$ cat src/rtl/div_pkg.sv
// Shared constants and state encoding for the sequential restoring divider.
package div_pkg;

  localparam int DIVIDEND_W_DEF = 16;
  localparam int DIVISOR_W_DEF  = 8;
  localparam int CNT_W_DEF      = $clog2(DIVIDEND_W_DEF);

  typedef enum logic {
    IDLE,
    WORK
  } state_e;

endpackage

$ cat src/rtl/div_step.sv
// One restoring-division step: shift in a dividend bit, trial-subtract the divisor.
module div_step #(
  parameter int DIVISOR_W = 8
) (
  input  logic [DIVISOR_W:0]   rem_i,
  input  logic                 bit_i,
  input  logic [DIVISOR_W-1:0] divisor_i,
  output logic [DIVISOR_W:0]   rem_o,
  output logic                 qbit_o
);

  logic [DIVISOR_W:0] shifted;
  logic               unused_msb;

  // The incoming msb is always shifted out, so only the low bits feed the step.
  assign unused_msb = rem_i[DIVISOR_W];

  always_comb begin
    shifted = {rem_i[DIVISOR_W-1:0], bit_i};
    qbit_o  = (shifted >= {1'b0, divisor_i});
    rem_o   = qbit_o ? (shifted - {1'b0, divisor_i}) : shifted;
  end

endmodule

$ cat src/rtl/div.sv
// Sequential restoring divider: one quotient bit per clock, start/busy handshake.
module div
  import div_pkg::*;
#(
  parameter int DIVIDEND_W = DIVIDEND_W_DEF,
  parameter int DIVISOR_W  = DIVISOR_W_DEF
) (
  input  logic                  clk_i,
  input  logic                  rst_i,
  input  logic [DIVIDEND_W-1:0] a_bi,
  input  logic [DIVISOR_W-1:0]  b_bi,
  input  logic                  start_i,
  output logic                  busy_o,
  output logic [DIVIDEND_W-1:0] q_bo,
  output logic [DIVISOR_W-1:0]  r_bo,
  output logic                  err_o
);

  localparam int CNT_W = $clog2(DIVIDEND_W);

  state_e                state_q, state_d;
  logic [CNT_W-1:0]      cnt_q, cnt_d;
  logic [DIVIDEND_W-1:0] dvd_q, dvd_d;
  logic [DIVISOR_W-1:0]  dvs_q, dvs_d;
  logic [DIVISOR_W:0]    rem_q, rem_d;
  logic [DIVIDEND_W-1:0] quo_q, quo_d;
  logic [DIVIDEND_W-1:0] q_q, q_d;
  logic [DIVISOR_W-1:0]  r_q, r_d;
  logic                  err_q, err_d;

  logic [DIVISOR_W:0]    stepRem;
  logic                  stepQ;
  logic [DIVIDEND_W-1:0] quoNext;

  div_step #(.DIVISOR_W(DIVISOR_W)) u_step (
    .rem_i     (rem_q),
    .bit_i     (dvd_q[DIVIDEND_W-1]),
    .divisor_i (dvs_q),
    .rem_o     (stepRem),
    .qbit_o    (stepQ)
  );

  always_ff @(posedge clk_i or negedge rst_i) begin
    if (!rst_i) begin
      state_q <= IDLE;
      cnt_q   <= '0;
      dvd_q   <= '0;
      dvs_q   <= '0;
      rem_q   <= '0;
      quo_q   <= '0;
      q_q     <= '0;
      r_q     <= '0;
      err_q   <= 1'b0;
    end else begin
      state_q <= state_d;
      cnt_q   <= cnt_d;
      dvd_q   <= dvd_d;
      dvs_q   <= dvs_d;
      rem_q   <= rem_d;
      quo_q   <= quo_d;
      q_q     <= q_d;
      r_q     <= r_d;
      err_q   <= err_d;
    end
  end

  // Visible results only move on the completing edge; start requests in WORK are dropped.
  always_comb begin
    state_d = state_q;
    cnt_d   = cnt_q;
    dvd_d   = dvd_q;
    dvs_d   = dvs_q;
    rem_d   = rem_q;
    quo_d   = quo_q;
    q_d     = q_q;
    r_d     = r_q;
    err_d   = err_q;
    quoNext = {quo_q[DIVIDEND_W-2:0], stepQ};

    case (state_q)
      IDLE: begin
        if (start_i) begin
          state_d = WORK;
          dvd_d   = a_bi;
          dvs_d   = b_bi;
          rem_d   = '0;
          quo_d   = '0;
          cnt_d   = CNT_W'(DIVIDEND_W - 1);
        end
      end
      WORK: begin
        dvd_d = {dvd_q[DIVIDEND_W-2:0], 1'b0};
        rem_d = stepRem;
        quo_d = quoNext;
        cnt_d = cnt_q - 1'b1;
        if (cnt_q == '0) begin
          state_d = IDLE;
          q_d     = quoNext;
          r_d     = stepRem[DIVISOR_W-1:0];
          err_d   = (dvs_q == '0);
        end
      end
      default: state_d = IDLE;
    endcase
  end

  assign busy_o = (state_q == WORK);
  assign q_bo   = q_q;
  assign r_bo   = r_q;
  assign err_o  = err_q;

endmodule

$ cat config.mk
export PLATFORM = sky130hd
export DESIGN_NAME = div
export DESIGN_NICKNAME = d
export VERILOG_FILES = /design/src/rtl/div_pkg.sv /design/src/rtl/div_step.sv /design/src/rtl/div.sv
export SDC_FILE = /design/constraint.sdc
export NUM_CORES = 1
export LEC_CHECK = 0
export BUFFER_PORTS_ARGS = -buffer_cell sky130_fd_sc_hd__buf_2
export CAP_MARGIN = 20
export CORE_ASPECT_RATIO = 2
export CORE_UTILIZATION = 24
export DETAILED_ROUTE_END_ITERATION = 12
export GPL_ROUTABILITY_DRIVEN = 1
export PLACE_DENSITY = 0.48
export SYNTH_ARGS = -nofsm -noshare
export SYNTH_HDL_FRONTEND = slang
export SYNTH_SLANG_ARGS = --single-unit
$ cat constraint.sdc
create_clock -name clk_i -period 2.8 [get_ports clk_i]
set_input_delay 0.56 -clock clk_i [delete_from_list [all_inputs] [get_ports clk_i]]
set_output_delay 0.56 -clock clk_i [all_outputs]
set_load 0.005 [all_outputs]
==> implementation parameters, run 1 <==
Parameter                              Value

Outcome
  Outcome    completed

GRT
  Global-route wire length before repair    14.4 mm
  Vias in the first global route    a little under 3000
  Number of antenna violations at the first check in global routing    0
  GRT Resource Usage Total    0.124
  Total gr overflow    0
  Largest net degree at the start of global routing    42

Timing
  Pins Over Slew Limit    0
  Minimum setup slack in the final design    ~440 ps
  Final count of negative-setup-slack endpoints    0
  Achievable Freq    423 MHz
  Aggregate negative setup slack    0 ps
  RSZ-0062 raised after global routing    false
  Clock skew    around 6.4 ps
  Max_slew headroom    0.489
  Hold violation total from the final report    0
  Tmin final    approximately 2400 ps
  Slew at the pin with the worst max-slew slack    around 760 ps
  Final worst path period share    0.843
  Hold Slack    between 200 and 250 ps

Critical path
  Critical path cell sequence    ha_1 > and4_1 > and2_4 > a221oi_4 > mux2_2 > o22ai_1
  Crit path DAT    between 2000 and 3000 ps
  Delay contributed by the slowest stage of the critical path    approximately 520 ps
  Sort of element at the start of the critical path    flip-flop
  Critical path peak fanout    9
  Data required time at the worst endpoint    slightly above 3000 ps
  Crit path capture type    flip-flop
  Slowest cell on crit path    a221oi_4
  Kind of critical path    flip-flop to flip-flop

Clock network
  Root buffer cell    clkbuf_16
  Number of cells upsized or downsized after cts    0
  Clock input transition at the sequential cells of the worst setup and hold paths    60 ps
  Cts bufs inserted    9
  CTS sink cnt    77
  CTS max path bufs    2
  Buffers inserted by post-CTS timing repair    0
  Worst-Skew Late Latency    between 300 and 400 ps
  TritonCTS clock tree    yes
  Max H-tree Level    3
  Cts hold-fix bufs    0

Yosys
  Number of instances in the synthesized netlist    about 380
  Total of warnings raised by yosys    0
  Proportion of synthesized flip-flops having asynchronous set or reset    1.00
  Unique cell type count in the Yosys netlist    46
  Synth top area share    0.538
  Cell taking the most area after synthesis    dfrtp_1
  Cell Area, Synth    around 0.0036 mm2
  Commonest cells post-synth    nand2_1 (111), dfrtp_1 (77), o21ai_0 (40)
  Net count after synthesis    between 400 and 500
  Number of synthesized flops with an enable pin    0
  Sequential cell area fraction in the yosys report    0.538
  Average footprint of a synthesized cell    around 9.5 um2
  Leading cell type by number of instances after synthesis    nand2_1
  Primary flip-flop cell chosen by synthesis mapping    dfrtp_1
  Leading post-synthesis cells by cell area    dfrtp_1 (54%), nand2_1 (12%), mux2i_1 (5.9%)
  Number of synthesized register bits    77

Route
  Via count of the routed design    between 2000 and 3000
  Avg WL per Cell    approximately 14 um
  DRC violation count after routing    0
  Post-DRT Antenna Nets    0
  WL final    8.76 mm
  Violation count after the first detailed-routing iteration    between 100 and 150
  Vias per Instance    roughly 4.4
  First-pass DRT Iterations    4

Power and ir drop
  Cell internal pwr    3270 uW
  Switching power    approximately 2200 uW
  Worst IR Drop VDD    a little under 0.4 mV
  Overall power    around 5500 uW
  Sequential share of power    0.361
  Share of power burned in the clock network    0.197
  Relative contribution of combinational cells to total power    0.443
  Pwr/cell area    ~1300 mW/mm2
  Switch share    0.406
  Total leakage power    ~0.0021 uW

Floorplan
  Height of the chip    around 170 um
  Die outline width    88.4 um
  Starting density of the core    0.248
  Placeable core region    ~0.014 mm2
  Top-level port count    53
  Full die area    ~0.015 mm2
  Standard-cell rows    62

Finish
  Area Growth Syn to Fin    20.9%
  Layout Nets    460
  Fill count    about 1600
  Fraction of layout cells with a size suffix above 1    0.190
  Number of diodes    0

Place
  RD Place Congestion    approximately 0.85
  Worst setup slack after placement    about 420 ps
  HPWL reported at the end of detailed placement    ~6.3 mm
  IO buf count    52

Min path
  Type of the most critical hold path    primary input to asynchronous set/reset pin

Job
  Max-capacitance violation count    0
==> metal layers <==
metal / global-route usage / vias up / wire (um)
met2: 0.223 / 53 / 4880
met4: 0.0706 / 0 / 340
met3: 0.0250 / 20 / 248
met1: 0.128 / 1309 / 3290
met5: 0 / - / 0
li1: - / 1355 / -
==> power groups by stage <==
stage               clock (uW)  combinational (uW)  sequential, uW
floorplan                    0                1810            1900
global placement             0                2390            2000
detailed placement           0                2460            2020
CTS                       1120                2470            2000
global route              1170                2740            2070
finish                    1080                2440            1990
==> cells by family after synthesis <==
kind of cell,after synthesis,share of synthesized area
compound gates,79,0.134
xor+xnor,6,0.0147
buf+inv,36,0.0402
fa+ha+maj,11,0.0405
simple gates,143,0.167
flops,77,0.538
mux,23,0.0650
==> layout by cell type (no fill, tap or decap), drive strengths merged, types with 2 or more instances in the layout <==
cell,netlist,routed
a21oi,8,8
a221oi,2,2
a22o,2,2
a31oi,4,4
and2,2,2
buf,4,58
clkbuf,18,10
clkinv,1,4
clkinvlp,0,2
dfrtp,77,77
ha,10,10
inv,13,14
mux2,2,2
mux2i,21,21
nand2,111,111
nand3,2,2
nor2,7,7
nor2b,4,4
nor3,6,6
nor3b,3,3
nor4,2,2
o21ai,47,47
o22ai,6,6
o31ai,2,2
xnor2,2,2
xor2,4,4
==> registers in the layout, summed over array words and instances (netlist names) <==
signal and cells:
busy_o 1, dvd_q 16, quo_q 15, dvs_q 8
r_bo 8, rem_q 8, cnt_q 4, err_o 1
q_bo 16
==> area by class of cell <==
type,count,area [um2],share of cell area
Clock inverter,6,48.8,0.0113
Inverter,14,52.6,0.0121
Clock buffer,10,229,0.0529
Multi-Input combinational cell,262,1510,0.349
Tap cell,192,240,0.0555
Sequential cell,77,1930,0.445
Timing Repair Buffer,58,320,0.0740
==> metrics by stage <==
| stage | cell area [um2] | instances | utilization |
|---|---|---|---|
| after CTS | 4330 | 619 | 0.300 |
| final | 4330 | 619 | 0.300 |
| after detailed placement | 4050 | 603 | 0.281 |
| after floorplan | 3580 | 375 | - |
| after global routing | 4330 | 619 | 0.300 |
| after global placement | 4050 | 603 | 0.281 |
==> worst paths after layout <==
path | startpoint | endpoint | slack, ps | cells past startpoint
setup / recovery | rem_q[5]$_DFFE_PN0P_ | rem_q[0]$_DFFE_PN0P_ | 440 | 6
setup reg to reg | rem_q[5]$_DFFE_PN0P_ | rem_q[0]$_DFFE_PN0P_ | 440 | 6
hold / removal | rst_i | q_bo[4]$_DFFE_PN0P_ | 210 | 1
hold reg to reg | q_bo[9]$_DFFE_PN0P_ | q_bo[9]$_DFFE_PN0P_ | 460 | 2
min in group clk_i | b_bi[1] | dvs_q[1]$_DFFE_PN0P_ | 430 | 3
max in group asynchronous | rst_i | rem_q[3]$_DFFE_PN0P_ | 1980 | 2
==> worst max-delay path, delay by kind of cell (launching register included) <==
kind,cells,cell delay (ps)
mux,1,420
compound gates,2,660
fa+ha+maj,1,370
flops,1,450
simple gates,2,370
Note: power is estimated with default switching activity, not from simulation.
==> inputs of run 2 (changes only) <==
--- a/config.mk
+++ b/config.mk
@@ -5,13 +5,14 @@
 export SDC_FILE = /design/constraint.sdc
 export NUM_CORES = 1
 export LEC_CHECK = 0
+export ABC_AREA = 1
 export BUFFER_PORTS_ARGS = -buffer_cell sky130_fd_sc_hd__buf_2
 export CAP_MARGIN = 20
 export CORE_ASPECT_RATIO = 2
 export CORE_UTILIZATION = 24
 export DETAILED_ROUTE_END_ITERATION = 12
 export GPL_ROUTABILITY_DRIVEN = 1
-export PLACE_DENSITY = 0.48
+export PLACE_DENSITY = 0.5
 export SYNTH_ARGS = -nofsm -noshare
 export SYNTH_HDL_FRONTEND = slang
 export SYNTH_SLANG_ARGS = --single-unit
==> constraint.sdc (replaced) <==
create_clock -name clk_i -period 2 [get_ports clk_i]
set_input_delay 0.4 -clock clk_i [delete_from_list [all_inputs] [get_ports clk_i]]
set_output_delay 0.4 -clock clk_i [all_outputs]
set_load 0.005 [all_outputs]
==> run 2 against run 1 <==
  * Combinational power is 69% higher
  * Synthesized cell count is 6.4% higher
  * Wire length is 2.0% higher
  * Cell count is 6.1% higher
  * Clock power is 74% higher
  * Critical path type unchanged
==> implementation parameters, run 2 <==
Parameter                              Value

Timing
  Achievable Freq    roughly 520 MHz
  Tmin final    1920 ps
  Minimum setup slack in the final design    roughly 77 ps
  Hold violation total from the final report    0
  Final worst path period share    0.962
  Hold Slack    around 260 ps
  Aggregate negative setup slack    0 ps
  Final count of negative-setup-slack endpoints    0
  Pins Over Slew Limit    0
  Max_slew headroom    0.749
  Clock skew    ~7.4 ps
  Slew at the pin with the worst max-slew slack    ~380 ps

Place
  HPWL reported at the end of detailed placement    approximately 6.9 mm
  IO buf count    52
  Cell Area, Placed    0.00411 mm2
  RD Place Congestion    a little under 0.9
  Placed cell count    640
  Worst setup slack after placement    -13.2 ps

Clock network
  Clock input transition at the sequential cells of the worst setup and hold paths    roughly 60 ps
  CTS max path bufs    2
  TritonCTS clock tree    yes
  Max H-tree Level    3
  Cts bufs inserted    9
  CTS sink cnt    77
  Worst-Skew Late Latency    between 300 and 400 ps
  Root buffer cell    clkbuf_16

Yosys
  Leading cell type by number of instances after synthesis    nand2_1
  Sequential cell area fraction in the yosys report    0.539
  Number of synthesized flops with an enable pin    0
  Cell taking the most area after synthesis    dfrtp_1
  Average footprint of a synthesized cell    between 8 and 9 um2
  Number of synthesized register bits    77
  Leading post-synthesis cells by cell area    dfrtp_1 (54%), nand2_1 (13%), inv_1 (5.1%)
  Unique cell type count in the Yosys netlist    34
  Total of warnings raised by yosys    0
  Synth top area share    0.539
  Number of instances in the synthesized netlist    ~400
  Net count after synthesis    about 440
  Cell Area, Synth    around 0.0036 mm2
  Commonest cells post-synth    nand2_1 (123), dfrtp_1 (77), inv_1 (49)
  Proportion of synthesized flip-flops having asynchronous set or reset    1.00
  Primary flip-flop cell chosen by synthesis mapping    dfrtp_1

Power and ir drop
  Pwr/cell area    about 1900 mW/mm2
  Relative contribution of combinational cells to total power    0.478
  Total leakage power    0.00223 uW
  Switch share    0.416
  Switching power    3580 uW
  Worst IR Drop VDD    approximately 0.58 mV
  Sequential share of power    0.304
  Cell internal pwr    a little over 5000 uW
  Share of power burned in the clock network    0.218

Critical path
  Crit path capture type    flip-flop
  R2R Path Start    rem_q[2]$_DFFE_PN0P_
  Cell depth of the worst flop-to-flop path    11
  Crit. Startpoint    rem_q[2]$_DFFE_PN0P_
  Slowest cell on crit path    dfrtp_1
  R2r setup slk    between 70 and 80 ps
  R2r endpoint    r_bo[7]$_DFFE_PN0P_
  Data required time at the worst endpoint    ~2200 ps
  Critical path peak fanout    9
  Most numerous cell on the critical path    nand2_2
  Sort of element at the start of the critical path    flip-flop
  Crit path DAT    ~2200 ps
  Last element of the critical path    r_bo[7]$_DFFE_PN0P_
  Delay contributed by the slowest stage of the critical path    about 430 ps
  Kind of critical path    flip-flop to flip-flop
  Critical path cell sequence    ha_1 > nand2_2 > inv_2 > a21oi_2 > nand2_2 > nand2_4 > nand2_8 > nand2_2 > nand2_2 > nand2_1 > nand2_1

Route
  Violation count after the first detailed-routing iteration    about 140
  Avg WL per Cell    13.6 um
  DRC violation count after routing    0
  Via count of the routed design    2876
  Vias per Instance    around 4.4
  WL final    8.93 mm
  First-pass DRT Iterations    6
  Post-DRT Antenna Nets    0

Floorplan
  Standard-cell rows    62
  Starting density of the core    0.248
  Height of the chip    around 170 um
  Placeable core region    about 0.014 mm2
  Top-level port count    53
  Die outline width    88.3 um
  Full die area    between 0.015 and 0.02 mm2

Job
  Max-capacitance violation count    0

Min path
  Type of the most critical hold path    primary input to flip-flop

Finish
  Area Growth Syn to Fin    25.5%
  Most common cell after layout, fill and taps aside    nand2_1
  Post-route cell area    0.00449 mm2
  Layout Nets    498
  Post-layout instance count excluding filler cells    657
  Most frequent cells in the layout    nand2_1 (123), dfrtp_1 (77), buf_2 (51), inv_1 (48), o21ai_0 (28)
  Fraction of layout cells with a size suffix above 1    0.230
  Number of diodes    0

GRT
  Largest net degree at the start of global routing    38
  Total gr overflow    0
  GRT Resource Usage Total    0.125
  Number of antenna violations at the first check in global routing    0
  Global-route wire length before repair    between 10 and 15 mm
  Vias in the first global route    approximately 3000

Outcome
  Outcome    completed
-- run 2: cell type report --
cell class	count	area (um2)
inverters	53	199
well taps	192	240
flip-flops and latches	77	1930
repair buffers	65	388
fillers	1576	9940
multi-input cells	254	1380
clock inverters	7	123
clock buffers	9	225
-- run 2: per-stage QoR --
step                total power [uW]  utilization
floorplan                       5510            -
global placement                6660        0.285
detailed placement              6740        0.285
CTS                             8690        0.310
global route                    9360        0.311
finish                          8620        0.311
-- run 2: per-layer routing --
| metal | up-vias | track usage | routed length, um |
|---|---|---|---|
| met1 | 1363 | 0.126 | 3250 |
| met5 | - | 0 | 0 |
| met4 | 0 | 0.0894 | 545 |
| met2 | 71 | 0.223 | 4870 |
| met3 | 30 | 0.0198 | 271 |
| li1 | 1412 | - | - |
-- run 2: what timing repair did --
item,CTS,global route
hold endpoints to repair,18,0
endpoints found under the setup margin,2,12
gates resized for setup,1,4
pin swaps,0,1
setup buffers,0,0
hold buffers,1,0
-- run 2: cells by family (layout without fill, tap and decap cells) --
kind of cell               Yosys count  count (layout)  synth area share
xor gates and xnor gates             3               3           0.00735
DFF                                 77              77             0.539
buffers and inverters               68             134            0.0788
AOI/OAI and AO/OA                   64              64             0.110
and+or+nand+nor                    176             176             0.224
adders and majority gates           11              11            0.0406
-- run 2: worst min-delay path by stage --
stage               startpoint                    to  slack [ps]  cells past startpoint
floorplan                rst_i      busy_o$_DFF_PN0_         100                      0
global placement         rst_i  dvd_q[0]$_DFFE_PN0P_         340                      1
detailed placement       rst_i  dvd_q[1]$_DFFE_PN0P_         350                      1
CTS                    a_bi[0]  dvd_q[0]$_DFFE_PN0P_         260                      3
global route           a_bi[1]  dvd_q[1]$_DFFE_PN0P_         300                      3
finish                 a_bi[0]  dvd_q[0]$_DFFE_PN0P_         260                      3
-- run 2: worst max-delay path, delay by kind of cell (launching register included) --
family	cells	cell delay [ps]
AOI/OAI and AO/OA	1	220
adders and majority gates	1	410
buffers and inverters	1	60
DFF	1	430
and+or+nand+nor	8	680
-- run 2: power by group through the flow --
stage	clock network, uW	logic (uW)	registers, uW
2_1_floorplan	0	2940	2570
3_3_place_gp	0	4020	2640
3_5_place_dp	0	4090	2650
4_1_cts	1910	4140	2630
5_1_grt	1980	4670	2700
6_report	1880	4120	2620
